<file path="src/rtl/sys_ctrl_if.sv">
// Command-path bundle between sys_ctrl, the UART RX/TX datapaths and the register file.
// master = sys_ctrl side, slave = environment side; dbg_state mirrors the controller FSM state.
interface sys_ctrl_if #(
  parameter int DATA_WIDTH    = 8,
  parameter int ADDRESS_WIDTH = 4
);
  // Handshakes: i_RX_D_VLD and i_RdData_Valid qualify their data for exactly the cycle they are
  // high; o_TX_D_VLD is a one-cycle pulse issued only in a cycle where i_TX_Busy was sampled low,
  // and o_TX_P_Data is held stable while a byte waits for the transmitter.
  logic [DATA_WIDTH-1:0]    i_RX_P_Data;
  logic                     i_RX_D_VLD;
  logic [DATA_WIDTH-1:0]    i_RdData;
  logic                     i_RdData_Valid;
  logic                     i_TX_Busy;
  logic [ADDRESS_WIDTH-1:0] o_Address;
  logic [DATA_WIDTH-1:0]    o_WrData;
  logic                     o_WrEn;
  logic                     o_RdEn;
  logic [DATA_WIDTH-1:0]    o_TX_P_Data;
  logic                     o_TX_D_VLD;
  logic                     o_Cmd_Err;
  logic                     o_Busy;
  logic [2:0]               dbg_state;

  modport master (
    input  i_RX_P_Data, i_RX_D_VLD, i_RdData, i_RdData_Valid, i_TX_Busy,
    output o_Address, o_WrData, o_WrEn, o_RdEn, o_TX_P_Data, o_TX_D_VLD, o_Cmd_Err, o_Busy,
    output dbg_state
  );

  modport slave (
    output i_RX_P_Data, i_RX_D_VLD, i_RdData, i_RdData_Valid, i_TX_Busy,
    input  o_Address, o_WrData, o_WrEn, o_RdEn, o_TX_P_Data, o_TX_D_VLD, o_Cmd_Err, o_Busy,
    input  dbg_state
  );
endinterface

</file>
<file path="src/rtl/sys_ctrl.sv">
// UART command controller: decodes 0xAA (write) / 0xBB (read) byte frames into register-file
// accesses and returns read data to the transmitter. SYS_CTRL_FRAME_TIMEOUT_EN adds an inter-byte timeout.
module sys_ctrl #(
  parameter int DATA_WIDTH    = 8,
  parameter int ADDRESS_WIDTH = 4,
  parameter int RD_TIMEOUT    = 4
) (
  input  logic      CLK,
  input  logic      RSTn,
  sys_ctrl_if.master bus
);

  typedef enum logic [2:0] {
    S_IDLE    = 3'd0,
    S_WR_ADDR = 3'd1,
    S_WR_DATA = 3'd2,
    S_RD_ADDR = 3'd3,
    S_RD_WAIT = 3'd4,
    S_TX_SEND = 3'd5
  } state_t;

  localparam logic [DATA_WIDTH-1:0] CMD_WR = DATA_WIDTH'(8'hAA);
  localparam logic [DATA_WIDTH-1:0] CMD_RD = DATA_WIDTH'(8'hBB);
  localparam int                    TW     = $clog2(RD_TIMEOUT + 1);
  localparam logic [TW-1:0]         RD_LAST = TW'(RD_TIMEOUT - 1);

  state_t                   state_q, state_d;
  logic [ADDRESS_WIDTH-1:0] address_q, address_d;
  logic [DATA_WIDTH-1:0]    wrdata_q, wrdata_d;
  logic                     wren_q, wren_d;
  logic                     rden_q, rden_d;
  logic [DATA_WIDTH-1:0]    txdata_q, txdata_d;
  logic                     txvld_q, txvld_d;
  logic                     err_q, err_d;
  logic                     busy_q;
  logic [DATA_WIDTH-1:0]    hold_q, hold_d;
  logic [TW-1:0]            rd_timer_q, rd_timer_d;

  logic                     rx_vld;
  logic [DATA_WIDTH-1:0]    rx_byte;

  assign rx_vld  = bus.i_RX_D_VLD;
  assign rx_byte = bus.i_RX_P_Data;

`ifdef SYS_CTRL_FRAME_TIMEOUT_EN
  logic [9:0] frame_cnt_q, frame_cnt_d;
  logic       in_frame;
  assign in_frame = (state_q == S_WR_ADDR) || (state_q == S_WR_DATA) || (state_q == S_RD_ADDR);
`endif

  always_comb begin
    state_d    = state_q;
    address_d  = address_q;
    wrdata_d   = wrdata_q;
    wren_d     = 1'b0;
    rden_d     = 1'b0;
    txdata_d   = txdata_q;
    txvld_d    = 1'b0;
    err_d      = 1'b0;
    hold_d     = hold_q;
    rd_timer_d = rd_timer_q;
`ifdef SYS_CTRL_FRAME_TIMEOUT_EN
    frame_cnt_d = '0;
`endif

    case (state_q)
      S_IDLE: begin
        if (rx_vld) begin
          if (rx_byte == CMD_WR)      state_d = S_WR_ADDR;
          else if (rx_byte == CMD_RD) state_d = S_RD_ADDR;
          else                        err_d   = 1'b1;
        end
      end
      S_WR_ADDR: begin
        if (rx_vld) begin
          address_d = rx_byte[ADDRESS_WIDTH-1:0];
          state_d   = S_WR_DATA;
        end
      end
      S_WR_DATA: begin
        if (rx_vld) begin
          wrdata_d = rx_byte;
          wren_d   = 1'b1;
          state_d  = S_IDLE;
        end
      end
      S_RD_ADDR: begin
        if (rx_vld) begin
          address_d  = rx_byte[ADDRESS_WIDTH-1:0];
          rden_d     = 1'b1;
          rd_timer_d = '0;
          state_d    = S_RD_WAIT;
        end
      end
      S_RD_WAIT: begin
        // A stray RX byte is flagged but does not abort the outstanding read.
        if (rx_vld) err_d = 1'b1;
        if (bus.i_RdData_Valid) begin
          hold_d     = bus.i_RdData;
          rd_timer_d = '0;
          state_d    = S_TX_SEND;
        end else if (rd_timer_q == RD_LAST) begin
          err_d      = 1'b1;
          rd_timer_d = '0;
          state_d    = S_IDLE;
        end else begin
          rd_timer_d = rd_timer_q + 1'b1;
        end
      end
      S_TX_SEND: begin
        if (rx_vld) err_d = 1'b1;
        if (!bus.i_TX_Busy) begin
          txdata_d = hold_q;
          txvld_d  = 1'b1;
          state_d  = S_IDLE;
        end
      end
      default: state_d = S_IDLE;
    endcase

`ifdef SYS_CTRL_FRAME_TIMEOUT_EN
    // Any received byte restarts the inter-byte window; expiry abandons the frame with no strobe.
    if (in_frame) begin
      if (rx_vld) begin
        frame_cnt_d = '0;
      end else if (frame_cnt_q == 10'd1023) begin
        err_d       = 1'b1;
        state_d     = S_IDLE;
        frame_cnt_d = '0;
      end else begin
        frame_cnt_d = frame_cnt_q + 10'd1;
      end
    end
`endif
  end

  always_ff @(posedge CLK or negedge RSTn) begin
    if (!RSTn) begin
      state_q    <= S_IDLE;
      address_q  <= '0;
      wrdata_q   <= '0;
      wren_q     <= 1'b0;
      rden_q     <= 1'b0;
      txdata_q   <= '0;
      txvld_q    <= 1'b0;
      err_q      <= 1'b0;
      busy_q     <= 1'b0;
      hold_q     <= '0;
      rd_timer_q <= '0;
    end else begin
      state_q    <= state_d;
      address_q  <= address_d;
      wrdata_q   <= wrdata_d;
      wren_q     <= wren_d;
      rden_q     <= rden_d;
      txdata_q   <= txdata_d;
      txvld_q    <= txvld_d;
      err_q      <= err_d;
      busy_q     <= (state_d != S_IDLE);
      hold_q     <= hold_d;
      rd_timer_q <= rd_timer_d;
    end
  end

`ifdef SYS_CTRL_FRAME_TIMEOUT_EN
  always_ff @(posedge CLK or negedge RSTn) begin
    if (!RSTn) frame_cnt_q <= '0;
    else       frame_cnt_q <= frame_cnt_d;
  end
`endif

  assign bus.o_Address   = address_q;
  assign bus.o_WrData    = wrdata_q;
  assign bus.o_WrEn      = wren_q;
  assign bus.o_RdEn      = rden_q;
  assign bus.o_TX_P_Data = txdata_q;
  assign bus.o_TX_D_VLD  = txvld_q;
  assign bus.o_Cmd_Err   = err_q;
  assign bus.o_Busy      = busy_q;
  assign bus.dbg_state   = state_q;

endmodule

</file>
<file path="src/flat_wrapper.sv">
// flat-port wrapper written by rule: the top's interface ports become plain ports
module sys_ctrl_flat 
#(
  parameter int DATA_WIDTH    = 8,
  parameter int ADDRESS_WIDTH = 4,
  parameter int RD_TIMEOUT    = 4
)
  (CLK, RSTn, bus_i_RX_P_Data, bus_i_RX_D_VLD, bus_i_RdData, bus_i_RdData_Valid, bus_i_TX_Busy, bus_o_Address, bus_o_WrData, bus_o_WrEn, bus_o_RdEn, bus_o_TX_P_Data, bus_o_TX_D_VLD, bus_o_Cmd_Err, bus_o_Busy, bus_dbg_state);
  sys_ctrl_if #(.DATA_WIDTH(DATA_WIDTH), .ADDRESS_WIDTH(ADDRESS_WIDTH)) bus_i ();
  input  logic CLK;
  input  logic RSTn;
  input wire logic [$bits(bus_i.i_RX_P_Data)-1:0] bus_i_RX_P_Data;
  input wire logic [$bits(bus_i.i_RX_D_VLD)-1:0] bus_i_RX_D_VLD;
  input wire logic [$bits(bus_i.i_RdData)-1:0] bus_i_RdData;
  input wire logic [$bits(bus_i.i_RdData_Valid)-1:0] bus_i_RdData_Valid;
  input wire logic [$bits(bus_i.i_TX_Busy)-1:0] bus_i_TX_Busy;
  output wire logic [$bits(bus_i.o_Address)-1:0] bus_o_Address;
  output wire logic [$bits(bus_i.o_WrData)-1:0] bus_o_WrData;
  output wire logic [$bits(bus_i.o_WrEn)-1:0] bus_o_WrEn;
  output wire logic [$bits(bus_i.o_RdEn)-1:0] bus_o_RdEn;
  output wire logic [$bits(bus_i.o_TX_P_Data)-1:0] bus_o_TX_P_Data;
  output wire logic [$bits(bus_i.o_TX_D_VLD)-1:0] bus_o_TX_D_VLD;
  output wire logic [$bits(bus_i.o_Cmd_Err)-1:0] bus_o_Cmd_Err;
  output wire logic [$bits(bus_i.o_Busy)-1:0] bus_o_Busy;
  output wire logic [$bits(bus_i.dbg_state)-1:0] bus_dbg_state;
  assign bus_i.i_RX_P_Data = bus_i_RX_P_Data;
  assign bus_i.i_RX_D_VLD = bus_i_RX_D_VLD;
  assign bus_i.i_RdData = bus_i_RdData;
  assign bus_i.i_RdData_Valid = bus_i_RdData_Valid;
  assign bus_i.i_TX_Busy = bus_i_TX_Busy;
  assign bus_o_Address = bus_i.o_Address;
  assign bus_o_WrData = bus_i.o_WrData;
  assign bus_o_WrEn = bus_i.o_WrEn;
  assign bus_o_RdEn = bus_i.o_RdEn;
  assign bus_o_TX_P_Data = bus_i.o_TX_P_Data;
  assign bus_o_TX_D_VLD = bus_i.o_TX_D_VLD;
  assign bus_o_Cmd_Err = bus_i.o_Cmd_Err;
  assign bus_o_Busy = bus_i.o_Busy;
  assign bus_dbg_state = bus_i.dbg_state;
  sys_ctrl #(.DATA_WIDTH(DATA_WIDTH), .ADDRESS_WIDTH(ADDRESS_WIDTH), .RD_TIMEOUT(RD_TIMEOUT)) u_core (.CLK(CLK), .RSTn(RSTn), .bus(bus_i));
endmodule
</file>
<file path="config.mk">
export PLATFORM = sky130hd
export DESIGN_NAME = sys_ctrl_flat
export DESIGN_NICKNAME = d
export VERILOG_FILES = /design/src/rtl/sys_ctrl_if.sv /design/src/rtl/sys_ctrl.sv /design/src/flat_wrapper.sv
export SDC_FILE = /design/constraint.sdc
export NUM_CORES = 1
export LEC_CHECK = 0
export BUFFER_PORTS_ARGS = -buffer_cell sky130_fd_sc_hd__buf_2
export CAP_MARGIN = 20
export CORE_MARGIN = 4
export CORE_UTILIZATION = 50
export DETAILED_ROUTE_END_ITERATION = 6
export GPL_TIMING_DRIVEN = 0
export PLACE_DENSITY_LB_ADDON = 0.08
export SLEW_MARGIN = 5
export SYNTH_ARGS = -nofsm -noshare
export SYNTH_HDL_FRONTEND = slang
export SYNTH_SLANG_ARGS = --single-unit
</file>
<file path="constraint.sdc">
create_clock -name CLK -period 1.64 [get_ports CLK]
set_input_delay 0.328 -clock CLK [delete_from_list [all_inputs] [get_ports CLK]]
set_output_delay 0.328 -clock CLK [all_outputs]
set_load 0.05 [all_outputs]
</file>
# After elaboration in Yosys (flattened, before gate mapping)
# Index checks and enable logic that the tools add are counted.
# totals
register_bits	39
in_bits	21
out_inout_bits	28
elab_cells	56
# classes
add_sub_neg	1
eq_ne	9
mux	25
bitwise	1
n_reduce_logical	9
# ops
cell	count
3-bit 2-to-1 mux	12
3-bit one-hot mux with 6 select lines	1
8-bit equality test (second input constant)	2
1-bit 2-to-1 mux	10
2-bit AND reduction	5
3-bit by 2-bit equality test with 1-bit output (second input constant)	3
3-bit equality test (second input constant)	2
3-bit one-hot mux with 2 select lines	1
3-bit by 1-bit adder with 3-bit output (second input constant)	1
3-bit by 1-bit equality test with 1-bit output (second input constant)	1
3-bit logical NOT	1
1-bit one-hot mux with 3 select lines	1
3-bit nonzero test	1
2-bit inequality test (second input constant)	1
2-bit nonzero test	1
2-bit OR reduction	1
1-bit NOT	1

# Depth between registers and ports, before layout
# depth
ltp_word	6
ltp_mapped	5
mapped_depth_nobuf	5

# Worst setup path before layout
# OpenSTA, ideal clock, no wires.
# synth_timing
path_type	register -> register
start	reg u_core.state_q[2], in the netlist u_core.bus.dbg_state[2]
end	reg u_core.txdata_q[0], in the netlist u_core.bus.o_TX_P_Data[0]
setup_ns	0.125
t_arrival_ns	1.564
required_time_ns	1.515
slack_ns	-0.049
path_stages_with_launch	4
path_buffers	0
period_less_slack_ns	1.689
path_cell_list	dfrtp_1 or2b_4 nor2_8 mux2_2
# synth_between
elab_chain_cells	2
# synth_lines
item	line	text
from (decl)	sys_ctrl.sv:27	state_t state_q, state_d;
from (signal assigned)	sys_ctrl.sv:151	state_q <= state_d;
3-bit equality test	sys_ctrl.sv:66	case (state_q)
2-bit AND reduction (no source line)	n/a	
to (signal assigned)	sys_ctrl.sv:156	txdata_q <= txdata_d;
to (decl)	sys_ctrl.sv:32	logic [DATA_WIDTH-1:0] txdata_q, txdata_d;
# Every way passes these cells.
# A chain may end at the register's enable or synchronous reset.

# Worst setup path after layout
# layout_timing
start	reg u_core.state_q[0], in the netlist u_core.bus.dbg_state[0]
end	reg u_core.wrdata_q[1], in the netlist u_core.bus.o_WrData[1]
# layout_between
elab_chain_cells	2
# layout_lines
item	line	text
3-bit by 2-bit equality test with 1-bit output	sys_ctrl.sv:66	
2-bit AND reduction (no source line)	n/a	
to (signal assigned)	sys_ctrl.sv:153	wrdata_q <= wrdata_d;
to (decl)	sys_ctrl.sv:29	logic [DATA_WIDTH-1:0] wrdata_q, wrdata_d;
# Every way passes these cells.

==> metrics.txt <==
All-Layer GR Usage approximately 17%; number of pins exceeding their max-slew limit in the final report 0; die outline height roughly 66 um; final std cell area, no fill approximately 2000 sq um; WL final 3.11 mm; master cell of the clock root buffer sky130_fd_sc_hd__clkbuf_4; clock period minus final worst setup slack around 1500 ps; IO Port Bufs 48; final cell count without fillers 211; number of cells in the design after placement between 200 and 250; Worst Setup Path Type flop to flop; maximum number of pins on one net before global-route repair 40; initial antenna violation count 0; number of inserted filler cells in the final layout ~260; num rows 20; synthesized instance count about 110; CTS H-tree lvls 2; global-route wire length before repair ~5.3 mm; proportion of register bits with asynchronous set or reset after synthesis 100%; average cell area after synthesis roughly 15 sq um; RSZ-0062 raised after global routing false; Num CTS Buffers 5; top cells by area, synth sky130_fd_sc_hd__dfrtp_1 (58%), sky130_fd_sc_hd__mux2_4 (14%), sky130_fd_sc_hd__mux2_2 (8.0%), sky130_fd_sc_hd__nand2b_1 (1.9%), sky130_fd_sc_hd__buf_6 (1.3%); Post-synth EDFFs 0; final count of hold timing violations 0; met3 wirelength from detailed routing about 220 um; residual overflow from global routing 0; category of the worst setup path launch point flop; via count of the first global-routing pass ~1,100; layout cell share with drive strength beyond 1 a little under three fifths; Pre-Repair DR Iteration Count 4; P per Cell Area around 1600 nW/um^2; Min Hold Slack a little under 60 ps; count of clock tree sinks 39; met2 wire len roughly 1.5 mm; Critical Path End Type flop; iteration-0 DRC count of the detailed router 40; clock edge transition at the registers on the reported setup and hold paths 110 ps; distinct cell type count after synthesis 34; wl on met1 ~1.4 mm; largest fanout on the critical path 10; clock tree from TritonCTS built; maxcap violations 0; Antenna diodes 0; latest clock arrival within the worst-skew pair approximately 350 ps; total vias in the final route 1,067; biggest area consumer among synthesized cells sky130_fd_sc_hd__dfrtp_1; Max Clk Rate between 600 and 700 MHz; number of design rule violations left after detail routing 0; starting density of the core between 50% and 60%; sequential fraction of the synthesis area 57.8%; cell area after placement slightly below 2000 sq um; count of warnings emitted by yosys 0; number of synthesized register bits 39; Max rail drop VDD approximately 1.1 mV; final setup violation count 0; highest signal layer in the routed design met4; WP data arrival around 1700 ps; die area approximately 4400 sq um; netlist area before placement about 1700 sq um; outcome finished, final reports clean; Hold WC Path Type primary input to asynchronous set/reset pin; number of nets in the synthesized netlist approximately 130; average wire length per cell after detail routing approximately 15 um; Leak Pwr 1.10 nW; portion of the clock cycle consumed by the worst path in the final layout about 90%; estimated wirelength of the detail-placed design 2.23 mm; worst slew pin tran 819 ps; clock tree buffer depth 2; most numerous cell in the Yosys netlist sky130_fd_sc_hd__dfrtp_1; IO Count between 40 and 50; cts repair resizes 0; top cell types by occurrence after synthesis sky130_fd_sc_hd__dfrtp_1 (39), sky130_fd_sc_hd__mux2_4 (16), sky130_fd_sc_hd__mux2_2 (12); Setup TNS 0 ps; net total in the final layout between 150 and 200; die extent in x about 66 um; area growth from synthesis to layout 21.9%; slew margin rel. between 40 and 50%; Synth Flop Type sky130_fd_sc_hd__dfrtp_1; required time reported for the critical path endpoint ~1900 ps; setup skew after layout about 7.9 ps; quantity of hold-fixing buffers added after cts 0; vias per cell approximately 5.1; share of the synthesized area in the top cell type about 58%; Final ANT Viol Nets 0; Post-CTS Setup Inserts 0; GP Congestion about 0.77; core area approximately 3200 sq um
==> flip-flops by register name, summed over array words and instances, names as in the netlist <==
name,cells
u_core.bus.o_TX_D_VLD,1
u_core.bus.o_Address,4
u_core.bus.o_Cmd_Err,1
u_core.hold_q,8
u_core.bus.o_WrData,8
u_core.bus.dbg_state,3
u_core.bus.o_RdEn,1
u_core.rd_timer_q,3
u_core.bus.o_Busy,1
u_core.bus.o_TX_P_Data,8
u_core.bus.o_WrEn,1
==> layout make-up <==
| cell class | instances | area, sq um | area share (%) |
|---|---|---|---|
| flip-flops and latches | 39 | 978 | 47.5 |
| repair buffers | 48 | 240 | 11.7 |
| plain buffers | 3 | 30.0 | 1.46 |
| inverters | 2 | 7.51 | 0.365 |
| clock inverters | 1 | 7.51 | 0.365 |
| multi-input cells | 67 | 676 | 32.8 |
| well taps | 44 | 55.1 | 2.67 |
| clock buffers | 7 | 65.1 | 3.16 |
==> logic make-up after synthesis <==
logic type	Yosys count	share of synthesized area, %
buf+inv	5	2.22
compound gates	12	5.33
simple gates	24	10.6
flops	39	57.8
fa+ha+maj	1	0.741
xor+xnor	1	0.519
mux	29	22.8
==> cells in the final DEF, fill, tap and decap left out, types with 2 or more instances in the layout <==
cell type,instances
sky130_fd_sc_hd__dfrtp_1,37
sky130_fd_sc_hd__a21oi_1,3
sky130_fd_sc_hd__nand2b_1,5
sky130_fd_sc_hd__nor2b_1,2
sky130_fd_sc_hd__inv_1,2
sky130_fd_sc_hd__dfrtp_2,2
sky130_fd_sc_hd__clkbuf_4,5
sky130_fd_sc_hd__mux2_4,16
sky130_fd_sc_hd__clkbuf_8,2
sky130_fd_sc_hd__mux2_2,12
sky130_fd_sc_hd__buf_6,2
sky130_fd_sc_hd__and3_1,3
sky130_fd_sc_hd__nand2_1,2
sky130_fd_sc_hd__and2_1,2
sky130_fd_sc_hd__buf_2,48
==> stage by stage <==
| stage | utilization [%] | total power [W] | setup WS (ps) |
|---|---|---|---|
| 2_1_floorplan | - | 0.00246 | 33.6 |
| 3_3_place_gp | 63.0 | 0.00276 | 185 |
| 3_5_place_dp | 63.0 | 0.00279 | 177 |
| 4_1_cts | 65.3 | 0.00337 | 160 |
| 5_1_grt | 65.3 | 0.00351 | 44.0 |
| 6_report | 65.3 | 0.00332 | 160 |
==> report_power, final <==
group | switching, W | leakage (nW) | internal, W
registers | 0.000144 | 0.511 | 0.00123
clock network | 0.000308 | 0.0375 | 0.000251
logic | 0.000899 | 0.554 | 0.000493
total | 0.00135 | 1.10 | 0.00197
==> path summary, 6_finish.rpt <==
| path | from | endpoint | slack (ps) | cells past startpoint |
|---|---|---|---|---|
| max | u_core.bus.dbg_state[0]$_DFF_PN0_ | u_core.bus.o_WrData[1]$_DFFE_PN0P_ | 160 | 5 |
| max in group asynchronous | RSTn | u_core.bus.dbg_state[0]$_DFF_PN0_ | 1010 | 1 |
| max reg2reg | u_core.bus.dbg_state[0]$_DFF_PN0_ | u_core.bus.o_WrData[1]$_DFFE_PN0P_ | 160 | 5 |
| min | RSTn | u_core.hold_q[4]$_DFFE_PN0P_ | 60 | 1 |
| min in group CLK | bus_i_RdData[4] | u_core.hold_q[4]$_DFFE_PN0P_ | 200 | 2 |
| min reg2reg | u_core.bus.o_Address[1]$_DFFE_PN0P_ | u_core.bus.o_Address[1]$_DFFE_PN0P_ | 510 | 1 |
==> per-layer routing <==
layer / global-route usage [%] / vias to the layer above
met5: 0 / -
met4: 9.14 / 0
met3: 5.27 / 8
met2: 26.5 / 34
met1: 19.5 / 516
li1: - / 509
==> critical path, cell delays in order (launching register included) <==
cell	delay, ps
sky130_fd_sc_hd__dfrtp_2	410
sky130_fd_sc_hd__buf_4	170
sky130_fd_sc_hd__inv_1	130
sky130_fd_sc_hd__and3_1	190
sky130_fd_sc_hd__buf_6	170
sky130_fd_sc_hd__mux2_4	310
No activity file was read; power rests on OpenSTA's default activity.
